--- config.mk ---
export PLATFORM = sky130hd
export DESIGN_NAME = regfile_param
export DESIGN_NICKNAME = d
export VERILOG_FILES = /design/src/rtl/regfile_pkg.sv /design/src/rtl/regfile_clear_ctrl.sv /design/src/rtl/regfile_param.sv
export SDC_FILE = /design/constraint.sdc
export NUM_CORES = 2
export LEC_CHECK = 0
export BUFFER_PORTS_ARGS = -buffer_cell sky130_fd_sc_hd__buf_2
export CELL_PAD_IN_SITES_DETAIL_PLACEMENT = 1
export CELL_PAD_IN_SITES_GLOBAL_PLACEMENT = 1
export CORE_MARGIN = 8
export CORE_UTILIZATION = 35
export DETAILED_ROUTE_END_ITERATION = 7
export PLACE_DENSITY_LB_ADDON = 0.1
export SYNTH_ARGS = -nofsm -noshare
export SYNTH_HDL_FRONTEND = slang
export SYNTH_HIERARCHICAL = 1
export SYNTH_SLANG_ARGS = --single-unit
--- constraint.sdc ---
create_clock -name clk -period 31.6 [get_ports clk]
set_clock_uncertainty 0.05 [all_clocks]
set_input_delay 1.58 -clock clk [delete_from_list [all_inputs] [get_ports clk]]
set_output_delay 1.58 -clock clk [all_outputs]
set_load 0.02 [all_outputs]
--- src/rtl/regfile_pkg.sv ---
// Shared types and helpers for the parametrised register file.
// byte_merge works at a fixed maximum width so any WIDTH up to RF_MAX_WIDTH can use it.
package regfile_pkg;

    typedef enum logic {
        RF_IDLE     = 1'b0,
        RF_CLEARING = 1'b1
    } rf_state_t;

    localparam int RF_MAX_WIDTH = 512;
    localparam int RF_MAX_BYTES = RF_MAX_WIDTH / 8;

    // Callers zero-extend their operands and truncate the result back to WIDTH.
    function automatic logic [RF_MAX_WIDTH-1:0] byte_merge(
        input logic [RF_MAX_WIDTH-1:0] old_val,
        input logic [RF_MAX_WIDTH-1:0] new_val,
        input logic [RF_MAX_BYTES-1:0] be
    );
        logic [RF_MAX_WIDTH-1:0] res;
        res = old_val;
        for (int b = 0; b < RF_MAX_BYTES; b++) begin
            if (be[b]) begin
                res[8*b +: 8] = new_val[8*b +: 8];
            end else begin
                res[8*b +: 8] = old_val[8*b +: 8];
            end
        end
        return res;
    endfunction

endpackage

--- src/rtl/regfile_clear_ctrl.sv ---
// Clear-sweep sequencer: walks an address counter over the whole array,
// one entry per cycle, and reports Busy from a register.
module regfile_clear_ctrl
    import regfile_pkg::*;
#(
    parameter  int DEPTH  = 32,
    localparam int ADDR_W = $clog2(DEPTH)
) (
    input  logic              clk,
    input  logic              reset,
    input  logic              clear,
    output logic              busy,
    output logic              clr_we,
    output logic [ADDR_W-1:0] clr_addr
);

    rf_state_t         state_r;
    rf_state_t         state_nxt_s;
    logic [ADDR_W-1:0] cnt_r;
    logic [ADDR_W-1:0] cnt_nxt_s;
    logic              busy_r;
    logic              busy_nxt_s;

    // State, counter and busy flag registers.
    always_ff @(posedge clk or posedge reset) begin
        if (reset) begin
            state_r <= RF_IDLE;
            cnt_r   <= {ADDR_W{1'b0}};
            busy_r  <= 1'b0;
        end else begin
            state_r <= state_nxt_s;
            cnt_r   <= cnt_nxt_s;
            busy_r  <= busy_nxt_s;
        end
    end

    // Next-state logic; a Clear seen while sweeping is simply not looked at.
    always_comb begin
        state_nxt_s = state_r;
        cnt_nxt_s   = cnt_r;
        busy_nxt_s  = busy_r;
        case (state_r)
            RF_IDLE: begin
                if (clear) begin
                    state_nxt_s = RF_CLEARING;
                    cnt_nxt_s   = {ADDR_W{1'b0}};
                    busy_nxt_s  = 1'b1;
                end else begin
                    state_nxt_s = RF_IDLE;
                    busy_nxt_s  = 1'b0;
                end
            end
            RF_CLEARING: begin
                if (cnt_r == ADDR_W'(DEPTH - 1)) begin
                    state_nxt_s = RF_IDLE;
                    cnt_nxt_s   = {ADDR_W{1'b0}};
                    busy_nxt_s  = 1'b0;
                end else begin
                    state_nxt_s = RF_CLEARING;
                    cnt_nxt_s   = cnt_r + ADDR_W'(1);
                    busy_nxt_s  = 1'b1;
                end
            end
            default: begin
                state_nxt_s = RF_IDLE;
                cnt_nxt_s   = {ADDR_W{1'b0}};
                busy_nxt_s  = 1'b0;
            end
        endcase
    end

    assign busy     = busy_r;
    assign clr_we   = (state_r == RF_CLEARING);
    assign clr_addr = cnt_r;

endmodule

--- src/rtl/regfile_param.sv ---
// Architectural register store: configurable width/depth/read ports, byte
// enables, optional write-to-read bypass and a sequential clear sweep.
module regfile_param
    import regfile_pkg::*;
#(
    parameter  int WIDTH    = 32,
    parameter  int DEPTH    = 32,
    parameter  int NREAD    = 2,
    parameter  int ZERO_REG = 1,
    parameter  int BYPASS   = 1,
    localparam int ADDR_W   = $clog2(DEPTH),
    localparam int NBYTES   = WIDTH / 8
) (
    input  logic                    clk,
    input  logic                    reset,
    input  logic                    RegWrite,
    input  logic [ADDR_W-1:0]       WriteRegister,
    input  logic [WIDTH-1:0]        WriteData,
    input  logic [NBYTES-1:0]       ByteEn,
    input  logic [NREAD*ADDR_W-1:0] ReadRegister,
    output logic [NREAD*WIDTH-1:0]  ReadData,
    input  logic                    Clear,
    output logic                    Busy
);

    logic [WIDTH-1:0]  regs_r [DEPTH];
    logic              clr_we_s;
    logic [ADDR_W-1:0] clr_addr_s;
    logic              wr_zero_s;
    logic              wr_en_s;
    logic [WIDTH-1:0]  wr_old_s;
    logic [WIDTH-1:0]  wr_merged_s;

    regfile_clear_ctrl #(
        .DEPTH (DEPTH)
    ) u_clear_ctrl (
        .clk      (clk),
        .reset    (reset),
        .clear    (Clear),
        .busy     (Busy),
        .clr_we   (clr_we_s),
        .clr_addr (clr_addr_s)
    );

    assign wr_zero_s = (ZERO_REG != 0) && (WriteRegister == {ADDR_W{1'b0}});
    // Writes are dropped, not deferred, while the sweep owns the array.
    assign wr_en_s   = RegWrite && !Busy && !wr_zero_s;
    assign wr_old_s  = regs_r[WriteRegister];

    // Merged value shared by the array update and the bypass path.
    always_comb begin
        wr_merged_s = WIDTH'(byte_merge(RF_MAX_WIDTH'(wr_old_s),
                                        RF_MAX_WIDTH'(WriteData),
                                        RF_MAX_BYTES'(ByteEn)));
    end

    // Array storage: sweep writes take priority over (already blocked) user writes.
    always_ff @(posedge clk or posedge reset) begin
        if (reset) begin
            for (int i = 0; i < DEPTH; i++) begin
                regs_r[i] <= {WIDTH{1'b0}};
            end
        end else begin
            if (clr_we_s) begin
                regs_r[clr_addr_s] <= {WIDTH{1'b0}};
            end else if (wr_en_s) begin
                regs_r[WriteRegister] <= wr_merged_s;
            end
        end
    end

    for (genvar p = 0; p < NREAD; p++) begin : g_rd
        logic [ADDR_W-1:0] ra_s;
        logic [WIDTH-1:0]  rd_s;

        assign ra_s = ReadRegister[p*ADDR_W +: ADDR_W];

        // Zero-latency read port with zero-register forcing and optional bypass.
        always_comb begin
            rd_s = regs_r[ra_s];
            if ((ZERO_REG != 0) && (ra_s == {ADDR_W{1'b0}})) begin
                rd_s = {WIDTH{1'b0}};
            end else if ((BYPASS != 0) && wr_en_s && (ra_s == WriteRegister)) begin
                rd_s = wr_merged_s;
            end else begin
                rd_s = regs_r[ra_s];
            end
        end

        assign ReadData[p*WIDTH +: WIDTH] = rd_s;
    end

endmodule

## After elaboration in Yosys (flattened, before gate mapping)

Index checks and enable logic that the tools add are counted.

- Add/sub/neg operators: 1
- Magnitude comparators: 6
- Eq/ne operators: 4
- Mux-type cells: 30
- Bitwise operators: 7
- Reduce and logical (&&, ||, !) cells: 12

Operators by type and width:

| operator | count |
|---|---|
| $mux 1024 | 2 |
| $and 1024x1024->1024 | 1 |
| $bwmux 1024 | 1 |
| $not 1024->1024 | 1 |
| $bmux 32 s5 | 3 |
| $mux 32 | 12 |
| $demux 32 s5 | 2 |
| $mux 8 | 4 |
| $ge 6x6->1 const B | 4 |
| $not 5->6 | 4 |
| $logic_not 5->1 | 3 |
| $lt 6x1->1 const B | 2 |
| $eq 5x5->1 | 2 |
| $mux 5 | 2 |
| $pmux 5 s2 | 1 |
| $logic_and 1x1->1 | 6 |
| $add 5x1->5 const B | 1 |
| $eq 5x5->1 const B | 1 |
| $logic_not 1->1 | 2 |
| $mux 1 | 2 |
| $ne 2x2->1 const B | 1 |
| $pmux 1 s2 | 1 |
| $reduce_bool 2->1 | 1 |
| $not 1->1 | 1 |

- Register bits: 1,030
- Input port bits: 55
- Output and inout port bits: 65
- Logic and storage cells: 94

## Longest topological paths before layout

- Depth in word-level cells: 8
- Gate-level depth with buffers: 13
- Mapped depth without buffers: 6

## By module

The synthesis kept the hierarchy.

Modules (own cells, without submodules):

| module | instances | cells each | area each (µm²) | sequential area each (µm²) |
|---|---|---|---|---|
| regfile_param | 1 | 5,216 | 63,051.7 | 25,624.6 |
| regfile_clear_ctrl | 1 | 30 | 309.0 | 150.1 |

## Worst setup path before layout

OpenSTA, ideal clock, no wires.

- Kind: input to output
- Start: input port ReadRegister[5]
- End: output port ReadData[33]
- Arrival time: 3.799 ns
- Required time: 29.970 ns
- Setup slack: 26.171 ns
- Cell stages on the path: 7
- Buffers on the path: 3
- Path through: clkbuf_1 -> buf_4 -> buf_1 -> mux4_2 -> mux4_2 -> a22oi_1 -> o21ai_0

- Word-level cells in the longest chain between the ends: 6
- Elaborated cells on any way between the ends: 9
- Those cells by class: 1 x eq/ne; 5 x mux; 1 x bitwise; 2 x reduce/logical

RTL lines:

| element | RTL line | RTL |
|---|---|---|
| start: declaration | regfile_param.sv:20 | `input logic [NREAD*ADDR_W-1:0] ReadRegister,` |
| $not 5->6 (implied by the code) | regfile_param.sv:86 | `rd_s = regs_r[ra_s];` |
| $bmux 32 s5 | regfile_param.sv:86 |  |
| $mux 32 (implied by the code) (2 in series) | regfile_param.sv:86 |  |
| $mux 32 | regfile_param.sv:83 | `end else if ((BYPASS != 0) && wr_en_s && (ra_s == WriteRegister)) begin` |
| $mux 32 * | regfile_param.sv:81 | `if ((ZERO_REG != 0) && (ra_s == {ADDR_W{1'b0}})) begin` |
| end: declaration | regfile_param.sv:21 | `output logic [NREAD*WIDTH-1:0] ReadData,` |

Mark *: on every way between the ends. The rest lies on a longest branch, timed or not. The select of a mux whose other input is x is not followed.

## Worst setup path after layout

- Start: input port WriteRegister[2]
- End: output port ReadData[21]

- Word-level cells in the longest chain between the ends: 7
- Elaborated cells on any way between the ends: 12
- Those cells by class: 1 x eq/ne; 6 x mux; 1 x bitwise; 4 x reduce/logical

RTL lines:

| element | RTL line | RTL |
|---|---|---|
| start: declaration | regfile_param.sv:17 | `input logic [ADDR_W-1:0] WriteRegister,` |
| $not 5->6 (implied by the code) | regfile_param.sv:48 | `assign wr_old_s = regs_r[WriteRegister];` |
| $bmux 32 s5 | regfile_param.sv:48 |  |
| $mux 32 (implied by the code) (2 in series) | regfile_param.sv:48 |  |
| $mux 8 | regfile_pkg.sv:22 | `if (be[b]) begin` |
| $mux 32 * | regfile_param.sv:83 |  |
| $mux 32 * | regfile_param.sv:81 |  |

Marks and branches as above.

==> run metrics <==
status complete, no violations; nets 5,202; most frequent cells in the layout 1,030 x dfrtp_1, 785 x a22o_1, 548 x mux4_2, 464 x mux2i_1, 410 x nand2_1; CTS clock-pin slew for the worst setup and hold paths 0.06 ns; Final Non-Filler Cells 7,648; max incr delay on CP 0.90 ns; Via-to-Cell Ratio 7.50; Startpoint Class input pin; commonest non-fill, non-tap cell in the layout dfrtp_1; fill count 19.0k; synthesis-stage register bit count 1,030; row count 156; grt ovf 0; CTS Root Cell clkbuf_16; Die ar. 195,000 sq um; Final Hold Fails 0; Peak Freq 125 MHz; DRT Pass-1 Iters 7; Lkg Pwr 29.9 nW; pin count of the biggest net entering global routing 120; endpoints failing setup 0; sequential-to-total area share from yosys stat 0.407; Compound-Gate Fraction of Synth Area 0.210; H-tree depth 4; Slew HR 0.0259; Worst Setup End Kind output port; chip height 441 microns; Routability Congestion 0.906; adder-cell share of the synthesized area 0.000592; Least-Margin Pin Slew 1.46 ns; final total power 3.71 mW; YS warnings 6; Hold Path Class reg2reg; Largest delay share family, worst path buffers and inverters; simple-gate portion of the synthesized area 0.0605; ratio of cells with drive above 1 in the final layout 0.242; Die X 441 microns; Placed Cells 7,378; CP dominant cell by count buf_4; Port-buffer cells 119; I/O pins 120; residual DRC count 0; first-pass GRT wire length 501,000 microns; CTS tree done; Tmin final 8.02 ns; CP bufs+invs 5; PD cells 52.0 nW/um^2; Worst Path Max Fanout 25; Post-CTS Setup Repair Bufs 0; Initial DRC Count 8,037; WL final 368,000 microns; per-cell routed wire length 48.2 microns; DRT antenna net count 0; final period utilization 0.254; Initial Util 0.351; critical path, cell by cell buf_2 -> buf_4 -> buf_4 -> or3_1 -> o311ai_2 -> nor3_4 -> buf_4 -> nor2_1 -> o21ai_0 -> buf_2; MaxCap Viol Count 0; Clk Latency, worst-skew pair 0.81 ns; Final Max Slew Viols 0; Post-synth ARST share 1.00; CP Data Arrival Time 6.39 ns; initial antenna violation count 48; Post-Syn Area 63,400 sq um; Max clock buf depth 3; clk sink count 1,030; Req. time, crit path 29.97 ns; VDD IR-drop max 0.0334 mV; mux share of post-synthesis cell area 0.275; GRT Overall Usage 0.369; synthesis-to-layout area growth 12.4%; cts hold-fix bufs 0; RSZ-0062 raised after global routing false; syn avg cell area 12.1 sq um; DP HPWL 220,000 microns; Post-synth EDFFs 0; Post-Syn Nets 5,304; Post-synth top flop dfrtp_1; critical path's slowest cell or3_1; Vias 57.3k; Cell variety after synth 93; main combinational cell family by area after synthesis multiplexers; Post-CTS Resized 0; Setup TNS Final 0 ns; Core ar. 180,000 sq um; clock buffer count from CTS 133; WS Path Type in2out; vias in the first global route 56.3k; Post-Syn Instances 5,246; Post-Synth XOR/XNOR Area 0.00166
logic make-up (layout without fill, tap and decap cells):
| kind of cell | count (synthesis) | in the layout |
|---|---|---|
| XOR/XNOR | 12 | 12 |
| other | 0 | 30 |
| AO/OA/AOI/OAI | 1724 | 1724 |
| multiplexers | 1034 | 1034 |
| adder cells (fa/ha/maj) | 3 | 3 |
| buffers and inverters | 615 | 617 |
| AND/OR/NAND/NOR | 828 | 828 |
| flip-flops | 1030 | 1030 |
cell type report:
class	count	area [sq um]	share of cell area
Tap cell	2370	2970	0.0416
Inverter	22	95.1	0.00133
Multi-Input combinational cell	3601	35500	0.498
Clock buffer	186	3860	0.0542
Clock inverter	53	502	0.00704
Antenna cell	30	75.1	0.00105
Timing Repair Buffer	356	2500	0.0351
Sequential cell	1030	25800	0.362
synth_stat cells (27+ instances only):
cell type | instances | share of area
buf_2 | 174 | 0.014
and2_1 | 41 | 0.0040
o2bb2ai_1 | 28 | 0.0039
o21ai_0 | 255 | 0.020
a22o_1 | 785 | 0.11
a221oi_1 | 119 | 0.016
a31oi_1 | 31 | 0.0031
nand2_1 | 411 | 0.024
buf_1 | 27 | 0.0016
a21oi_1 | 161 | 0.013
nand3_1 | 50 | 0.0039
mux4_2 | 548 | 0.19
dfrtp_1 | 1030 | 0.41
o211ai_1 | 38 | 0.0045
nor2_1 | 120 | 0.0071
nor2b_1 | 49 | 0.0048
a22oi_1 | 103 | 0.012
a221o_1 | 34 | 0.0054
buf_4 | 47 | 0.0056
clkbuf_1 | 322 | 0.019
nor3_1 | 44 | 0.0035
mux2i_1 | 464 | 0.073
o22ai_1 | 35 | 0.0035
a211oi_1 | 32 | 0.0038
flip-flops by register name, indices dropped and copies added (netlist names):
register,flops
u_clear_ctrl/clr_addr,5
regs_r,1024
u_clear_ctrl/busy,1
power breakdown:
| group | switching [mW] | total [mW] | internal (mW) |
|---|---|---|---|
| Combinational | 0.556 | 0.734 | 0.177 |
| Sequential | 0.0451 | 1.40 | 1.35 |
| Clock | 0.672 | 1.58 | 0.904 |
| Total | 1.27 | 3.71 | 2.43 |
per-layer routing:
| layer | vias up | part of all wire | global-route usage |
|---|---|---|---|
| li1 | 20800 | - | - |
| met3 | 1245 | 0.12 | 0.119 |
| met1 | 30800 | 0.38 | 0.475 |
| met5 | - | 0.00027 | 0 |
| met4 | 16 | 0.072 | 0.235 |
| met2 | 4441 | 0.43 | 0.537 |
tightest hold or removal path, cell delays in order (launching register included):
cell and delay, ns:
dfrtp_1 0.37, nand2_1 0.05, o21ai_0 0.06
stage by stage:
step / utilization / setup slack [ns] / hold WS, ns / cell area (sq um)
2_1_floorplan: - / 1.15 / 0.424 / 63400
3_3_place_gp: 0.370 / 23.64 / 0.448 / 66800
3_5_place_dp: 0.370 / 23.70 / 0.466 / 66800
4_1_cts: 0.395 / 23.67 / 0.478 / 71200
5_1_grt: 0.395 / 23.49 / 0.504 / 71200
6_report: 0.395 / 23.58 / 0.479 / 71200
path summary, 6_finish.rpt:
kind | to | cells past startpoint | slack (ns) | startpoint
setup / recovery | ReadData[21] | 10 | 23.58 | WriteRegister[2]
hold reg to reg | regs_r[619] | 2 | 0.48 | regs_r[619]
hold / removal | regs_r[619] | 2 | 0.48 | regs_r[619]
max in group asynchronous | regs_r[740] | 6 | 26.57 | reset
min in group asynchronous | u_clear_ctrl/clr_addr[3] | 2 | 0.69 | reset
setup reg to reg | regs_r[708] | 8 | 27.24 | u_clear_ctrl/busy
Power figures use the tool's default switching activity.
